==> src/rtl/moving_average_pkg.sv <==
// Shared types and constants for the moving-average filter bank sequencer.
package moving_average_pkg;

  localparam int unsigned SEL_W = 2;

  localparam int unsigned Settle0Default = 2;
  localparam int unsigned Settle1Default = 4;
  localparam int unsigned Settle2Default = 8;
  localparam int unsigned Settle3Default = 9;

  typedef enum logic [1:0] {
    StFlush,
    StSettle,
    StRun
  } state_e;

  // Number of filter output strobes to discard after a flush for a given select.
  function automatic int unsigned settle_len(input logic [SEL_W-1:0] sel,
                                             input int unsigned s0, input int unsigned s1,
                                             input int unsigned s2, input int unsigned s3);
    int unsigned len;
    case (sel)
      2'd0:    len = s0;
      2'd1:    len = s1;
      2'd2:    len = s2;
      default: len = s3;
    endcase
    return len;
  endfunction

endpackage

==> src/rtl/sync_2ff.sv <==
// Two-flop synchroniser for quasi-static multi-bit pad inputs.
module sync_2ff #(
  parameter int unsigned Width = 1
) (
  input  logic             clk,
  input  logic             rst_n,
  input  logic [Width-1:0] d_i,
  output logic [Width-1:0] q_o
);

  logic [Width-1:0] meta_q;

  always_ff @(posedge clk) begin
    if (!rst_n) begin
      meta_q <= '0;
      q_o    <= '0;
    end else begin
      meta_q <= d_i;
      q_o    <= meta_q;
    end
  end

endmodule

==> src/rtl/moving_average_sequencer.sv <==
// Filter-width switching control: flushes the bank on a select change and
// qualifies the bank output until the new window is fully populated.
module moving_average_sequencer #(
  parameter int unsigned SEL_W        = moving_average_pkg::SEL_W,
  parameter int unsigned FLUSH_CYCLES = 2,
  parameter int unsigned SETTLE_0     = moving_average_pkg::Settle0Default,
  parameter int unsigned SETTLE_1     = moving_average_pkg::Settle1Default,
  parameter int unsigned SETTLE_2     = moving_average_pkg::Settle2Default,
  parameter int unsigned SETTLE_3     = moving_average_pkg::Settle3Default,
  parameter int unsigned CNT_W        = 4
) (
  input  logic             clk,
  input  logic             rst_n,
  input  logic             ena_i,
  input  logic [SEL_W-1:0] sel_req_i,
  input  logic             strobe_i,
  input  logic             filt_strobe_i,
  output logic [SEL_W-1:0] sel_o,
  output logic             flush_o,
  output logic             strobe_o,
  output logic             valid_o,
  output logic             busy_o,
  output logic             drop_o
);
  import moving_average_pkg::*;

  localparam int unsigned CntMax = (1 << CNT_W) - 1;
  localparam logic [CNT_W-1:0] FlushLast = CNT_W'(FLUSH_CYCLES - 1);

  if (SEL_W != 2) begin : gen_bad_sel_w
    $error("SEL_W must be 2: one settle length per select code");
  end
  if (FLUSH_CYCLES < 1 || FLUSH_CYCLES > 15 || FLUSH_CYCLES > CntMax) begin : gen_bad_flush
    $error("FLUSH_CYCLES out of range");
  end
  if (SETTLE_0 < 1 || SETTLE_0 > CntMax || SETTLE_1 < 1 || SETTLE_1 > CntMax ||
      SETTLE_2 < 1 || SETTLE_2 > CntMax || SETTLE_3 < 1 || SETTLE_3 > CntMax) begin : gen_bad_settle
    $error("SETTLE_x out of range for CNT_W");
  end

  logic [SEL_W-1:0] sel_s;
  logic [SEL_W-1:0] sel_prev_q;
  state_e           state_q;
  logic [CNT_W-1:0] flush_cnt_q;
  logic [CNT_W-1:0] settle_cnt_q;
  logic [CNT_W-1:0] flush_inc;
  logic [CNT_W-1:0] settle_inc;
  logic [CNT_W-1:0] settle_tgt;
  logic             pass;
  logic             sel_change;

  sync_2ff #(
    .Width (SEL_W)
  ) u_sel_sync (
    .clk   (clk),
    .rst_n (rst_n),
    .d_i   (sel_req_i),
    .q_o   (sel_s)
  );

  always_comb begin
    pass       = ena_i && (state_q != StFlush);
    sel_change = (sel_s != sel_o);
    // Counters saturate rather than wrap.
    flush_inc  = (flush_cnt_q == '1) ? flush_cnt_q : flush_cnt_q + CNT_W'(1);
    settle_inc = (settle_cnt_q == '1) ? settle_cnt_q : settle_cnt_q + CNT_W'(1);
    settle_tgt = CNT_W'(settle_len(sel_o, SETTLE_0, SETTLE_1, SETTLE_2, SETTLE_3));
  end

  always_ff @(posedge clk) begin
    if (!rst_n) begin
      state_q      <= StFlush;
      flush_cnt_q  <= '0;
      settle_cnt_q <= '0;
      sel_prev_q   <= '0;
      sel_o        <= '0;
      flush_o      <= 1'b0;
      strobe_o     <= 1'b0;
      valid_o      <= 1'b0;
      busy_o       <= 1'b0;
      drop_o       <= 1'b0;
    end else begin
      strobe_o <= strobe_i & pass;
      drop_o   <= strobe_i & ~pass;
      if (ena_i) begin
        // Status outputs follow the state one cycle later, so valid_o falls
        // on the same edge that raises flush_o.
        flush_o    <= (state_q == StFlush);
        busy_o     <= (state_q != StRun);
        valid_o    <= (state_q == StRun);
        sel_prev_q <= sel_s;
        unique case (state_q)
          StFlush: begin
            if (sel_s != sel_prev_q) begin
              flush_cnt_q <= '0;
            end else if (flush_cnt_q >= FlushLast) begin
              sel_o        <= sel_s;
              settle_cnt_q <= '0;
              state_q      <= StSettle;
            end else begin
              flush_cnt_q <= flush_inc;
            end
          end
          StSettle: begin
            // A select change beats a final settling strobe in the same cycle.
            if (sel_change) begin
              flush_cnt_q <= '0;
              state_q     <= StFlush;
            end else if (filt_strobe_i) begin
              settle_cnt_q <= settle_inc;
              if (settle_inc == settle_tgt) begin
                state_q <= StRun;
              end
            end
          end
          StRun: begin
            if (sel_change) begin
              flush_cnt_q <= '0;
              state_q     <= StFlush;
            end
          end
          default: begin
            flush_cnt_q <= '0;
            state_q     <= StFlush;
          end
        endcase
      end
    end
  end

endmodule

==> config.mk <==
export PLATFORM = sky130hd
export DESIGN_NAME = moving_average_sequencer
export DESIGN_NICKNAME = d
export VERILOG_FILES = /design/src/rtl/moving_average_pkg.sv /design/src/rtl/sync_2ff.sv /design/src/rtl/moving_average_sequencer.sv
export SDC_FILE = /design/constraint.sdc
export NUM_CORES = 1
export LEC_CHECK = 0
export CAP_MARGIN = 20
export CORE_MARGIN = 1.5
export CORE_UTILIZATION = 40
export DETAILED_ROUTE_END_ITERATION = 10
export SYNTH_ARGS = -nofsm -noshare
export SYNTH_HDL_FRONTEND = slang
export SYNTH_SLANG_ARGS = --single-unit
==> constraint.sdc <==
create_clock -name clk -period 1.95 [get_ports clk]
set_input_delay 0.4875 -clock clk [delete_from_list [all_inputs] [get_ports clk]]
set_output_delay 0.4875 -clock clk [all_outputs]
set_load 0.01 [all_outputs]
==> metrics.csv, run 1 <==
stage,metric,value,unit
drt,top_layer_used,met4,
power,p_leak,0.6333,nW
sta,setup_viol,0,
synth,netlist-cell-type-count,48,
clock_network,clk_pin_slew,0.12,ns
global_routing,first_global_vias,997,
finish,nNetsFinal,175,
power,power_density,808.9,nW/µm²
power,p_int,0.8697,mW
drt,postRouteAntennaNets,0,
sta,finalCriticalPeriod,1.885,ns
synth,yosysWarnings,0,
power,p_clk_frac,0.166,
floorplan,dieArea,3555,µm²
worst_setup_path,cp_max_fo,3,
power,combPwrFrac,0.411,
floorplan,start_util,0.4201,
synth,ys_seq_area_frac,0.3590,
placed_design,place_inst,198,
floorplan,core-area,3053,µm²
sta,max_slew_margin,0.7114,
clock_network,cts_sinks,23,
floorplan,fp-row-count,20,
sta,rsz0062_at_grt,false,
clock_network,cts_tree,built,
drt,drt_iter0_markers,32,
placed_design,gp_congestion,0.7610,
finish,drive_gt1_frac,0.2375,
finish,register_area,467.9,µm²
clock_network,cts_max_level,1,
drt,vias_per_cell,5.088,
synth,yosys-top-cells-count,"23 x dfxtp_1, 10 x nor2_1, 8 x nand2_1",
sta,fmax,530.6,MHz
synth,ys.flop_type,dfxtp_1,
floorplan,dieWidth,59.63,µm
sta,drv_slew,0,
placed_design,io_buffers,13,
sta,fin_tns_setup,0,ns
drt,wl_met2,1258,µm
finish,final_cell_area,1595,µm²
drt,routedWlPerCell,12.65,µm
synth,synth.most_common_cell,dfxtp_1,
synth,synth_edf_count,0,
finish,stdcell_count,204,
global_routing,grt_overflow,0,
drt,dr_wl_met3,46,µm
worst_setup_path,crit_path_start_kind,register,
drt,drt-total-wl,2580,µm
clock_network,cts_buffer_depth,2,
finish,antenna_cells,0,
worst_setup_path,crit_type,reg -> reg,
power,switching_share,0.3260,
synth,syn-instance-count,137,
worst_setup_path,cp-end-kind,register,
power,switching_power,0.4207,mW
sta,skew,0.005155,ns
drt,drc,0,
synth,ys_async_sr_fraction,0,
worst_setup_path,required,2.16,ns
power,peakVddDrop,0.0004538,V
global_routing,grt_max_degree,14,
sta,period_share,0.9665,
clock_network,cts_buffers,3,
clock_network,root_buffer,clkbuf_4,
drt,drtPass1Iterations,4,
sta,tightest_slew,0.4315,ns
flow_run,maxCapViolCount,0,
floorplan,ios,14,
finish,final_core_utilization,0.5225,
run_status,status,completed,
clock_network,clk_latency,0.30,ns
synth,synth_seq_cells,23,
clock_network,cts_hold_buf,0,
synth,syn_area,1282,µm²
placed_design,placed_area,1513,µm²
finish,area.growth.synth_to_final,24.39,%
sta,hold_viol,0,
floorplan,die_h,59.63,µm
power,seqPwrFrac,0.422,
synth,synth_top_area_frac,0.3590,
synth,ys_top_cells_by_area,"dfxtp_1 36%, ha_1 6.8%, mux2i_1 5.5%",
global_routing,globalRouteTotalUtil,0.1620,
global_routing,grt_pass1_wl,4374,µm
finish,fillers,299,
synth,avgSynthCellArea,9.361,µm²
worst_setup_path,rr_worst_depth,7,
synth,syn_nets,151,
global_routing,grt_antenna_before_repair,0,
worst_setup_path,critPathArrivalTime,2.10,ns
finish,multi_input_area,792.0,µm²
hold_path,min_delay_path_depth,1,
placed_design,place.detailed.hpwl,1976,µm
hold_path,min_path_type,reg -> reg,
drt,vias,1038,
synth,synth_top_area_cell,dfxtp_1,
drt,m1WireLength,1254,µm
placed cells by master (no fill, tap or decap), types with 4 or more instances in the layout:
master	Yosys	layout
clkdlybuf4s50_1	0	13
dfxtp_2	0	6
xnor2_1	4	4
o21ai_0	4	4
ha_1	7	4
buf_4	2	13
nor2_1	10	10
a21oi_1	5	5
mux2i_1	7	7
inv_1	7	6
dfxtp_1	23	17
nand3_1	4	4
nand2_1	8	8
and2_1	4	4
cell type report:
type	count	share of cell area
inverter	7	0.01647
clock buffer	4	0.01647
multi-input combinational	100	0.4965
timing repair buffer	26	0.1427
sequential	23	0.2933
tap	44	0.03451
critical path: stages (launching register included):
cell and delay (ns):
dfxtp_2 0.36, inv_2 0.04, ha_2 0.16, or4b_4 0.52
a41oi_4 0.18, or2b_4 0.17, mux2_4 0.29, o311ai_1 0.07
flip-flops by register name (all words and copies together) (netlist names):
register	cells
u_sel_sync.meta_q	2
drop_o	1
flush_cnt_q	4
settle_cnt_q	4
sel_prev_q	2
u_sel_sync.q_o	2
state_q	2
sel_o	2
strobe_o	1
valid_o	1
busy_o	1
flush_o	1
power by group through the flow:
stage	combinational (mW)	clock, mW	sequential, mW
after global routing	0.581	0.247	0.549
after floorplan	0.336	0	0.548
final	0.531	0.215	0.545
after global placement	0.468	0	0.550
after detailed placement	0.482	0	0.552
after CTS	0.512	0.225	0.541
layer usage:
metal  vias to the layer above  track usage
li1                        533            -
met1                       495       0.2086
met2                         8       0.2779
met3                         2      0.02620
met4                         0      0.04762
met5                         -            0
repair_timing:
item / CTS / global route
resized for setup: 3 / 12
buffers inserted: 2 / 0
endpoints found under the setup margin: 4 / 5
pin swaps: 1 / 0
path summary, 6_finish.rpt:
kind	slack, ns	startpoint	endpoint
max	0.07	flush_cnt_q[1]$_SDFFE_PN0P_	state_q[0]$_SDFFE_PN0P_
min	0.45	u_sel_sync.meta_q[1]$_SDFF_PN0_	u_sel_sync.q_o[1]$_SDFF_PN0_
max reg2reg	0.07	flush_cnt_q[1]$_SDFFE_PN0P_	state_q[0]$_SDFFE_PN0P_
min reg2reg	0.45	u_sel_sync.meta_q[1]$_SDFF_PN0_	u_sel_sync.q_o[1]$_SDFF_PN0_
kinds of logic after synthesis:
group | share of synthesized area
buffers and inverters | 0.04976
AOI/OAI and AO/OA | 0.1883
adders and majority gates | 0.06829
DFF | 0.3590
muxes | 0.06634
xor gates and xnor gates | 0.06634
and+or+nand+nor | 0.2020
metrics by stage:
stage,power (mW),hold WS (ns),setup WS (ns)
floorplan,0.8838,0.4119,0.1065
global placement,1.018,0.4200,-0.1022
detailed placement,1.034,0.4280,-0.1444
CTS,1.277,0.4610,0.0009796
global route,1.377,0.4642,0.002800
finish,1.290,0.4529,0.06536
Power figures use the tool's default switching activity.
==> run 2: changes to the inputs <==
CORE_MARGIN = 10   (was 1.5)
==> run 2 against run 1 <==
  * Sequential share of layout area down 0.24 points
  * Sequential cell count unchanged
  * Final cell count unchanged
  * First-iteration DRC count up 69%
  * Clock power rose by 4%
  * Die area is 65% higher
  * Total power grew 0.40%
  * Register-to-register slack got worse by 0.05 ns
  * Non-clock buffer count is the same
  * Count of clock-buffer cells in the layout shrank 1
  * Highest routed layer unchanged
==> metrics.csv, run 2 (synthesis results as in run 1) <==
stage,metric,value,unit,change
power,combPwrFrac,0.405,,-0.006
sta,rsz0062_at_grt,true,,
finish,fillers,301,,+0.67%
finish,multi_input_area,800.8,µm²,+1.1%
clock_network,cts_hold_buf,0,,unchanged
sta,hold_slack,0.4482,ns,-0.004641 ns
clock_network,root_buffer,clkbuf_4,,
sta,setup_viol,0,,unchanged
clock_network,cts_sinks,23,,unchanged
global_routing,first_global_vias,1061,,+6.4%
sta,fmax,517.4,MHz,-2.5%
finish,register_area,466.7,µm²,-0.27%
finish,final_cell_area,1604,µm²,+0.55%
global_routing,grt_max_degree,14,,unchanged
floorplan,die_h,76.63,µm,+29%
clock_network,cts_buffers,3,,unchanged
hold_path,min_path_type,reg -> reg,,
worst_setup_path,required,2.19,ns,+0.03 ns
worst_setup_path,crit_chain,inv_2 -> ha_4 -> or4b_4 -> a41oi_2 -> or2b_4 -> mux2_4 -> o311ai_4,,
worst_setup_path,crit_path_start_kind,register,,
worst_setup_path,startpoint,flush_cnt_q[1]$_SDFFE_PN0P_,,
drt,routedWlPerCell,13.72,µm,+8.5%
worst_setup_path,cp_max_fo,4,,+1
drt,drt-total-wl,2799,µm,+8.5%
finish,layout_common_cells,"18 x dfxtp_1, 13 x clkdlybuf4s50_1, 13 x buf_4, 10 x nor2_1, 8 x nand2_1",,
worst_setup_path,critPathMaxStageDelay,0.54,ns,+0.02 ns
placed_design,gp_congestion,0.8140,,+7.0%
sta,drv_slew,0,,unchanged
clock_network,cts_tree,built,,
sta,hold_viol,0,,unchanged
clock_network,cts_buffer_depth,2,,unchanged
placed_design,place.detailed.hpwl,2181,µm,+10%
global_routing,globalRouteTotalUtil,0.1013,,-0.06073
sta,skew,0.001029,ns,-0.004126 ns
worst_setup_path,crit_type,reg -> reg,,
sta,max_slew_margin,0.7475,,+0.03603
global_routing,grt_pass1_wl,4947,µm,+13%
floorplan,fp-row-count,20,,unchanged
drt,drt_iter0_markers,54,,+69%
finish,antenna_cells,0,,unchanged
finish,drive_gt1_frac,0.2375,,unchanged
drt,vias_per_cell,5.044,,-0.87%
power,seqPwrFrac,0.423,,about the same
clock_network,clk_latency,0.32,ns,+0.02 ns
power,peakVddDrop,0.0003543,V,-22%
worst_setup_path,cp-end-kind,register,,
finish,area.growth.synth_to_final,25.07,%,
power,p_int,0.8600,mW,-1.1%
flow_run,maxCapViolCount,0,,unchanged
worst_setup_path,slowest_stage,or4b_4,,
clock_network,clk_pin_slew,0.12,ns,about the same
drt,drc,0,,unchanged
finish,nNetsFinal,175,,unchanged
worst_setup_path,critPathArrivalTime,2.17,ns,+0.07 ns
clock_network,cts_max_level,1,,unchanged
floorplan,dieArea,5871,µm²,+65%
finish,final_core_utilization,0.5254,,+0.002869
power,switching_power,0.4355,mW,+3.5%
power,p_clk_frac,0.172,,+0.006
global_routing,grt_antenna_before_repair,0,,unchanged
power,p_leak,0.6387,nW,+0.85%
power,switching_share,0.3362,,+0.01016
sta,tightest_slew,0.3776,ns,-0.05388 ns
finish,layout_commonest_cell,dfxtp_1,,
floorplan,start_util,0.4201,,unchanged
floorplan,core-area,3053,µm²,unchanged
floorplan,ios,14,,unchanged
global_routing,grt_overflow,0,,unchanged
sta,period_share,0.9912,,+0.02470
placed_design,placed_area,1520,µm²,+0.50%
drt,postRouteAntennaNets,0,,unchanged
drt,vias,1029,,-0.87%
placed_design,place_inst,199,,+0.51%
placed_design,io_buffers,13,,unchanged
finish,reg_top3,"flush_cnt_q: 4 flops, settle_cnt_q: 4 flops",,
drt,drtPass1Iterations,4,,unchanged
floorplan,dieWidth,76.63,µm,+29%
power,power_density,807.7,nW/µm²,-0.15%
worst_setup_path,path_delay_family,simple AND/OR/NAND/NOR gates,,
worst_setup_path,rr_startpoint,flush_cnt_q[1]$_SDFFE_PN0P_,,
run_status,status,completed,,
finish,stdcell_count,204,,unchanged
worst_setup_path,cp.buffers_inverters,1,,unchanged
sta,finalCriticalPeriod,1.933,ns,+0.04817 ns
hold_path,hold_start,u_sel_sync.meta_q[1]$_SDFF_PN0_,,
## run 2: cell count changes in the layout (fill, tap and decap cells not counted), sizes merged
cell	delta
clkinv	+1
clkbuf	-1
## run 2: stage by stage
stage / TNS, ns / power (mW) / worst slack, ns
after detailed placement: -0.4536 / 1.037 / -0.1483
after CTS: -0.004362 / 1.273 / -0.004362
after floorplan: 0 / 0.8838 / 0.1065
final: 0 / 1.296 / 0.01719
after global routing: -0.05547 / 1.395 / -0.05547
after global placement: -0.2836 / 1.021 / -0.09602
## run 2: layout make-up
cell class / count / area share
clock buffers: 3 / 0.01404
clock inverters: 1 / 0.003120
inverters: 7 / 0.01638
multi-input cells: 100 / 0.4992
flip-flops and latches: 23 / 0.2910
well taps: 44 / 0.03432
repair buffers: 26 / 0.1420
## run 2: routing by layer
layer / part of all wire / up-vias / track usage
met5: 0 / - / 0
met2: 0.51 / 15 / 0.1743
li1: - / 533 / -
met3: 0.023 / 4 / 0.02123
met1: 0.45 / 477 / 0.1152
met4: 0.019 / 0 / 0.05019
## run 2: final timing paths
kind                                  end  slack (ns)  cells after the start
max reg2reg       state_q[0]$_SDFFE_PN0P_        0.02                      7
min          u_sel_sync.q_o[1]$_SDFF_PN0_        0.45                      1
max               state_q[0]$_SDFFE_PN0P_        0.02                      7
min reg2reg  u_sel_sync.q_o[1]$_SDFF_PN0_        0.45                      1
## run 2: power by group through the flow
stage / registers (mW) / logic (mW) / clock network [mW]
after floorplan: 0.548 / 0.336 / 0
after global placement: 0.550 / 0.471 / 0
after detailed placement: 0.551 / 0.486 / 0
after CTS: 0.543 / 0.495 / 0.234
after global routing: 0.555 / 0.585 / 0.256
final: 0.548 / 0.525 / 0.223
## run 2: timing repair
item                       CTS  global route
setup endpoints to repair    4             3
buffers inserted             0             1
pin swaps                    1             3
resized for setup            4             9
